$ cat src/rtl/gf180mcu_latch_bank_pkg.sv
// Shared types and constants for the latch bank write/preset sequencer.
package gf180mcu_latch_bank_pkg;

  // Phase lengths up to 255 cycles fit in the counter.
  localparam int CNT_W = 8;

  typedef enum logic [2:0] {
    IDLE,
    SETUP,
    PULSE,
    HOLD,
    PRESET
  } state_e;

endpackage

$ cat src/rtl/gf180mcu_latch_bank_phase_cnt.sv
// Loadable down-counter with zero flag; times every sequencer phase.
module gf180mcu_latch_bank_phase_cnt
  import gf180mcu_latch_bank_pkg::*;
(
  input  logic             clk,
  input  logic             rst,
  input  logic             load,
  input  logic [CNT_W-1:0] load_val,
  output logic             zero
);

  logic [CNT_W-1:0] cnt_q;

  // NOTE: state registers use non-blocking assignments so every flop samples pre-edge values.
  always_ff @(posedge clk) begin
    if (rst) begin
      cnt_q <= '0;
    end else if (load) begin
      cnt_q <= load_val;
    end else if (cnt_q != '0) begin
      cnt_q <= cnt_q - CNT_W'(1);
    end
  end

  assign zero = (cnt_q == '0);

endmodule

$ cat src/rtl/gf180mcu_latch_bank_ctrl.sv
// Setup/pulse/hold write sequencer and bank preset control for a latch array.
module gf180mcu_latch_bank_ctrl
  import gf180mcu_latch_bank_pkg::*;
#(
  parameter  int WORDS      = 8,
  parameter  int WIDTH      = 8,
  parameter  int SETUP_CYC  = 1,
  parameter  int PULSE_CYC  = 2,
  parameter  int HOLD_CYC   = 1,
  parameter  int PRESET_CYC = 2,
  localparam int ADDR_W     = $clog2(WORDS)
) (
  input  logic              CLK,
  input  logic              RST,
  input  logic              WR_VALID,
  output logic              WR_READY,
  input  logic [ADDR_W-1:0] WR_ADDR,
  input  logic [WIDTH-1:0]  WR_DATA,
  input  logic              PRESET_REQ,
  output logic              PRESET_ACK,
  output logic [WORDS-1:0]  LE,
  output logic [WIDTH-1:0]  LD,
  output logic              LSETN,
  output logic              BUSY
);

  state_e            state_q, state_d;
  logic              preset_pend, pend_d;
  logic [ADDR_W-1:0] addr_q;
  logic [WORDS-1:0]  le_d;
  logic              cnt_zero;
  logic              cnt_load;
  logic [CNT_W-1:0]  cnt_load_val;
  logic              accept;
  logic              preset_want;
  logic              addr_ok;

  assign preset_want = PRESET_REQ || preset_pend;
  assign WR_READY    = (state_q == IDLE) && !PRESET_REQ && !preset_pend;
  assign accept      = WR_VALID && WR_READY;
  assign BUSY        = (state_q != IDLE);
  assign addr_ok     = ({1'b0, addr_q} < (ADDR_W + 1)'(WORDS));

  // NOTE: every always_comb output gets a default first so no path leaves it unassigned (no latch).
  always_comb begin
    state_d = state_q;
    case (state_q)
      IDLE: begin
        if (preset_want)   state_d = PRESET;
        else if (WR_VALID) state_d = SETUP;
      end
      SETUP:  if (cnt_zero) state_d = PULSE;
      PULSE:  if (cnt_zero) state_d = HOLD;
      // A preset queued behind a write starts straight after its hold phase.
      HOLD:   if (cnt_zero) state_d = preset_want ? PRESET : IDLE;
      PRESET: if (cnt_zero) state_d = IDLE;
      default: state_d = IDLE;
    endcase
  end

  always_comb begin
    cnt_load     = (state_d != state_q);
    cnt_load_val = '0;
    case (state_d)
      SETUP:   cnt_load_val = CNT_W'(SETUP_CYC - 1);
      PULSE:   cnt_load_val = CNT_W'(PULSE_CYC - 1);
      HOLD:    cnt_load_val = CNT_W'(HOLD_CYC - 1);
      PRESET:  cnt_load_val = CNT_W'(PRESET_CYC - 1);
      default: cnt_load_val = '0;
    endcase
  end

  // Requests arriving during PRESET, or on the cycle it is entered, merge into that preset.
  always_comb begin
    pend_d = preset_pend;
    if (PRESET_REQ && (state_q != PRESET)) pend_d = 1'b1;
    if ((state_d == PRESET) && (state_q != PRESET)) pend_d = 1'b0;
  end

  always_comb begin
    le_d = '0;
    if ((state_d == PULSE) && addr_ok) le_d[addr_q] = 1'b1;
  end

  always_ff @(posedge CLK) begin
    if (RST) begin
      state_q     <= IDLE;
      preset_pend <= 1'b0;
      addr_q      <= '0;
      LD          <= '0;
      LE          <= '0;
      LSETN       <= 1'b1;
      PRESET_ACK  <= 1'b0;
    end else begin
      state_q     <= state_d;
      preset_pend <= pend_d;
      if (accept) begin
        addr_q <= WR_ADDR;
        LD     <= WR_DATA;
      end
      LE         <= le_d;
      LSETN      <= (state_d != PRESET);
      PRESET_ACK <= (state_q == PRESET) && (state_d == IDLE);
    end
  end

  gf180mcu_latch_bank_phase_cnt u_phase_cnt (
    .clk      (CLK),
    .rst      (RST),
    .load     (cnt_load),
    .load_val (cnt_load_val),
    .zero     (cnt_zero)
  );

endmodule

$ cat config.mk
export PLATFORM = sky130hd
export DESIGN_NAME = gf180mcu_latch_bank_ctrl
export DESIGN_NICKNAME = d
export VERILOG_FILES = /design/src/rtl/gf180mcu_latch_bank_pkg.sv /design/src/rtl/gf180mcu_latch_bank_phase_cnt.sv /design/src/rtl/gf180mcu_latch_bank_ctrl.sv
export SDC_FILE = /design/constraint.sdc
export NUM_CORES = 1
export LEC_CHECK = 0
export ABC_AREA = 0
export BUFFER_PORTS_ARGS = -buffer_cell sky130_fd_sc_hd__buf_2
export CORE_UTILIZATION = 55
export CTS_CLUSTER_SIZE = 14
export DETAILED_ROUTE_END_ITERATION = 8
export GPL_TIMING_DRIVEN = 0
export PLACE_DENSITY = 0.82
export SYNTH_ARGS = -nofsm -noshare
export SYNTH_HDL_FRONTEND = slang
export SYNTH_SLANG_ARGS = --single-unit
$ cat constraint.sdc
create_clock -name CLK -period 2.9 [get_ports CLK]
set_clock_uncertainty 0.15 [all_clocks]
set_input_delay 0.145 -clock CLK [delete_from_list [all_inputs] [get_ports CLK]]
set_output_delay 0.145 -clock CLK [all_outputs]
set_load 0.02 [all_outputs]
## Word-level counts from Yosys, hierarchy flattened

Index checks and enable logic that the tools add are counted.

- Flip-flop bits (word level): 33
- Input port bits: 15
- Output and inout bits: 20
- Word-level logic and storage cells: 53

- Add/subtract/negate cells: 1
- Magnitude comparators: 2
- Equal/unequal tests: 9
- Multiplexer cells: 13
- Bitwise operators: 1
- Reductions and logical operators: 19

Operators with widths:

| cell | number |
|---|---|
| $mux 3 | 7 |
| $mux 8 | 2 |
| $pmux 3 s5 | 1 |
| $eq 3x2->1 const B | 3 |
| $logic_not 8->1 | 1 |
| $reduce_bool 8->1 | 1 |
| $sub 8x1->8 const B | 1 |
| $logic_and 1x1->1 | 7 |
| $eq 3x3->1 const B | 2 |
| $logic_not 3->1 | 2 |
| $ne 3x3->1 const B | 2 |
| $reduce_or 2->1 | 3 |
| $lt 3x4->1 const B | 1 |
| $demux 1 s3 | 1 |
| $eq 3x1->1 const B | 1 |
| $ge 3x1->1 const B | 1 |
| $ne 3x3->1 | 1 |
| $reduce_bool 3->1 | 1 |
| $logic_not 1->1 | 2 |
| $mux 1 | 2 |
| $reduce_bool 2->1 | 1 |
| $logic_or 1x1->1 | 1 |
| $not 1->1 | 1 |

## Logic depth before layout (Yosys ltp)

- Depth after elaboration: 8
- Mapped depth: 7
- Gate-level depth less buffers: 6

## Cells and area by module

From an unflattened synthesis, not the netlist that was laid out.

- Cells, all modules: 169
- Area total of the unflattened synthesis: 1595.3 um2

By module, submodules not included:

| module | times used | cells an instance | area each (um2) | seq. area each (um2) |
|---|---|---|---|---|
| gf180mcu_latch_bank_ctrl | 1 | 116 | 1119.8 | 500.5 |
| gf180mcu_latch_bank_phase_cnt | 1 | 53 | 475.5 | 160.2 |

## Worst setup path before layout

Ideal clock, no wire load.

- Kind: reg2reg
- Start: register u_phase_cnt.cnt_q[0]
- End: register LE[3]
- Library setup time: 0.127 ns
- Arrival time: 1.664 ns
- Required time: 2.623 ns
- Path slack: 0.959 ns
- Stages on the path, launching flop included: 8
- Buffers on the path: 1
- Period minus slack after synthesis: 1.941 ns
- Cell sequence: dfxtp_1 inv_1 ha_1 or4b_1 clkbuf_2 o211a_1 o211ai_1 nor2_1

- Cells in the longest elaborated chain, start to end: 6

RTL lines:

| item | RTL line | RTL |
|---|---|---|
| from (decl) | gf180mcu_latch_bank_phase_cnt.sv:12 | `logic [CNT_W-1:0] cnt_q;` |
| from (signal assigned) | gf180mcu_latch_bank_phase_cnt.sv:19 | `cnt_q <= load_val;` |
| from (signal assigned) | gf180mcu_latch_bank_phase_cnt.sv:21 | `cnt_q <= cnt_q - CNT_W'(1);` |
| $logic_not 8->1 (*) | gf180mcu_latch_bank_phase_cnt.sv:25 | `assign zero = (cnt_q == '0);` |
| $mux 3 (on tied branches) | n/a |  |
| $pmux 3 s5 (*) | gf180mcu_latch_bank_ctrl.sv:47 | `case (state_q)` |
| $eq 3x2->1 (*) | gf180mcu_latch_bank_ctrl.sv:82 | `if ((state_d == PULSE) && addr_ok) le_d[addr_q] = 1'b1;` |
| $not 1->1 (no line) (*) | n/a |  |
| $reduce_or 2->1 (no line) (*) | n/a |  |
| to (signal assigned) | gf180mcu_latch_bank_ctrl.sv:101 | `LE <= le_d;` |
| to (decl) | gf180mcu_latch_bank_ctrl.sv:21 | `output logic [WORDS-1:0] LE,` |

Mark *: on every way between the ends. The rest lies on a longest branch, timed or not.
A chain may end at the register's enable or synchronous reset.

## Worst setup path after layout

- Start: register u_phase_cnt.cnt_q[0]
- End: register LSETN

- Cells in the longest elaborated chain, start to end: 4

RTL lines:

| item | RTL line | RTL |
|---|---|---|
| $logic_not 8->1 (*) | gf180mcu_latch_bank_phase_cnt.sv:25 |  |
| $mux 3 (on tied branches) | n/a |  |
| $pmux 3 s5 (*) | gf180mcu_latch_bank_ctrl.sv:47 |  |
| $ne 3x3->1 (*) | gf180mcu_latch_bank_ctrl.sv:102 | `LSETN <= (state_d != PRESET);` |
| to (signal assigned) | gf180mcu_latch_bank_ctrl.sv:102 |  |
| to (decl) | gf180mcu_latch_bank_ctrl.sv:23 | `output logic LSETN,` |

Marks and branches as above.

==> flow_metrics.env <==
export IMPL_arrival_ps=2320
export IMPL_synth_main_ff_cell="dfxtp_1"
export IMPL_io_pins=35
export IMPL_post_route_drc_count=0
export IMPL_synth_cells=155
export IMPL_antenna_found_initial=0
export IMPL_wl_mm=3.24
export IMPL_dieArea_um2=2820
export IMPL_tightest_slew_ps=706
export IMPL_synthArstFlopShare_pct=0
export IMPL_via_count=1307
export IMPL_fp_coreArea_um2=2480
export IMPL_cp_max_fo=8
export IMPL_fin_setup_tns_ps=0
export IMPL_synth_edff_count=0
export IMPL_yosys_top_cells_count="33 x dfxtp_1, 29 x nor2_1, 12 x mux2i_1"
export IMPL_grt_pass1_vias=1201
export IMPL_routedWlPerCell_um=13.6
export IMPL_drtIter0Drc=23
export IMPL_die_w_um=53.1
export IMPL_grt_max_degree=11
export IMPL_ctsRootBufferMaster="clkbuf_4"
export IMPL_cts_sinks=33
export IMPL_io_buffers=34
export IMPL_place_congestion=0.827
export IMPL_gr_total_overflow=0
export IMPL_cap_violations=0
export IMPL_rsz0062_at_grt="false"
export IMPL_postLayoutCoreUtil_pct=74.6
export IMPL_diodes=0
export IMPL_area_growth_pct=28.8
export IMPL_synth_distinct_cells=42
export IMPL_drt_pass1_iter_count=4
export IMPL_die_y_um=53.1
export IMPL_final_period_utilization_pct=77.6
export IMPL_grt_pass1_wl_mm=5.24
export IMPL_pre_cts_ws_ps=735
export IMPL_synth_top_area_share_pct=46.0
export IMPL_clock_latency_ps=340
export IMPL_finalCriticalPeriod_ps=2250
export IMPL_synth_area_um2=1440
export IMPL_syn_avg_cell_area_um2=9.26
export IMPL_hpwl_mm=2.14
export IMPL_yosysMostFrequentCell="dfxtp_1"
export IMPL_synth_top_cell_by_area="dfxtp_1"
export IMPL_crit_slowest_cell="nor4b_2"
export IMPL_grt_usage_pct=26.5
export IMPL_cts_buffers=5
export IMPL_hp_class="input pin to flop"
export IMPL_fmax_mhz=444
export IMPL_fp_row_count=18
export IMPL_syn_num_nets=172
export IMPL_synth_area_leaders="dfxtp_1 46%, mux2i_1 8.4%, nor2_1 7.6%"
export IMPL_initial_core_util_pct=57.9
export IMPL_irDropWorstVdd_uv=907
export IMPL_worstSetupStartpointType="flop"
export IMPL_cp_data_required_time_ps=2970
export IMPL_cts_tree="yes"
export IMPL_endpoint_kind="flop"
export IMPL_status="complete, no violations"
export IMPL_htree_levels=2
export IMPL_slew_limit_headroom_pct=52.8
export IMPL_drive_gt1_share_pct=25.4
export IMPL_crit_type="flop to flop"
export IMPL_ys_warn_count=0
export IMPL_ys_ff_latch=33
export IMPL_cts_resized=0
export IMPL_ys_seq_area_share_pct=46.0
export IMPL_setup_viol=0
export IMPL_vias_per_cell=5.47
export IMPL_hold_viol=0
export IMPL_crit_chain="inv_1 > ha_1 > nor4b_2 > nand3_1 > nor4b_1 > o21bai_1"
export IMPL_p_leak_uw=0.000857
export IMPL_worst_slack_ps=649
export IMPL_clock_path_buffers=2
export IMPL_p_per_area_nw_per_um2=1190
export IMPL_ant_nets=0
export IMPL_clk_pin_slew_ps=110
export IMPL_maxSlewViolCount=0
export IMPL_nets=225
export IMPL_worst_path_largest_cell_delay_ps=590
[placed cells by master, fill, tap and decap left out, types with 2 or more instances in the layout]
master / n
buf_2: 35
dlygate4sd3_1: 12
a21oi_1: 6
nand4_1: 2
o211ai_1: 5
xor2_1: 3
nand2b_1: 2
ha_1: 2
mux2i_1: 12
clkbuf_4: 5
dfxtp_1: 33
inv_1: 6
nor2b_1: 2
or3_1: 4
clkbuf_1: 5
nand3_1: 3
o21ai_0: 3
nor3_1: 10
nand2_1: 4
nor2_1: 29
[layout make-up]
cell class              count  area [um^2]
multi-input cells         108          712
flip-flops and latches     33          661
fillers                   199          629
repair buffers             46          290
clock buffers               7         55.1
plain buffers               8         40.0
well taps                  30         37.5
clock inverters             1         30.0
inverters                   6         22.5
[through the flow]
stage / cells / area, um^2 / total power [uW] / hold slack [ps]
2_1_floorplan: 155 / 1440 / 1550 / 139
3_3_place_gp: 219 / 1640 / 1750 / 224
3_5_place_dp: 219 / 1640 / 1800 / 236
4_1_cts: 239 / 1850 / 2170 / 0.241
5_1_grt: 239 / 1850 / 2350 / 13.1
6_report: 239 / 1850 / 2190 / 6.47
[state kept, by name, indices dropped and copies added, names as in the netlist]
signal / cells
PRESET_ACK: 1
LD: 8
u_phase_cnt.cnt_q: 8
LE: 8
state_q: 3
LSETN: 1
preset_pend: 1
addr_q: 3
[metal layers]
| layer | vias up | part of all wire (%) | track usage, % |
|---|---|---|---|
| met5 | - | 0 | 0 |
| met2 | 41 | 51 | 45.6 |
| met4 | 0 | 1.2 | 10.1 |
| li1 | 652 | - | - |
| met1 | 607 | 43 | 29.4 |
| met3 | 7 | 5.4 | 9.48 |
[where the power goes]
group          leakage (uW)  internal, uW  switching [uW]  total (uW)
clock network     0.0000455           206             154         360
logic              0.000543           463             727        1190
registers          0.000268           557            85.2         642
[critical path: cells and delay by family, from the launching register on]
family | cells | cell delay, ps
buffers and inverters | 1 | 100
DFF | 1 | 340
AOI/OAI and AO/OA | 1 | 130
adders and majority gates | 1 | 180
and+or+nand+nor | 3 | 1220
[path summary, 6_finish.rpt]
check | start | cells after the start | slack, ps | endpoint
setup / recovery | u_phase_cnt.cnt_q[0] | 6 | 650 | LSETN
hold / removal | WR_VALID | 4 | 6 | u_phase_cnt.cnt_q[0]
setup reg to reg | u_phase_cnt.cnt_q[0] | 6 | 650 | LSETN
hold reg to reg | u_phase_cnt.cnt_q[0] | 2 | 370 | u_phase_cnt.cnt_q[0]
[cell families (layout without fill, tap and decap cells)]
group                      count (synthesis)  after routing  synth area share, %
AOI/OAI and AO/OA                         24             24                 12.8
xor gates and xnor gates                   4              4                 2.44
adders and majority gates                  2              2                 1.74
buffers and inverters                     14             68                 4.36
DFF                                       33             33                 46.0
muxes                                     12             12                 8.37
and+or+nand+nor                           66             66                 24.2
[what timing repair did]
item	4_1_cts	5_1_grt
setup endpoints to repair	0	0
hold endpoints to repair	18	0
setup buffers	0	0
hold buffers	12	0
Note: power is estimated with default switching activity, not from simulation.
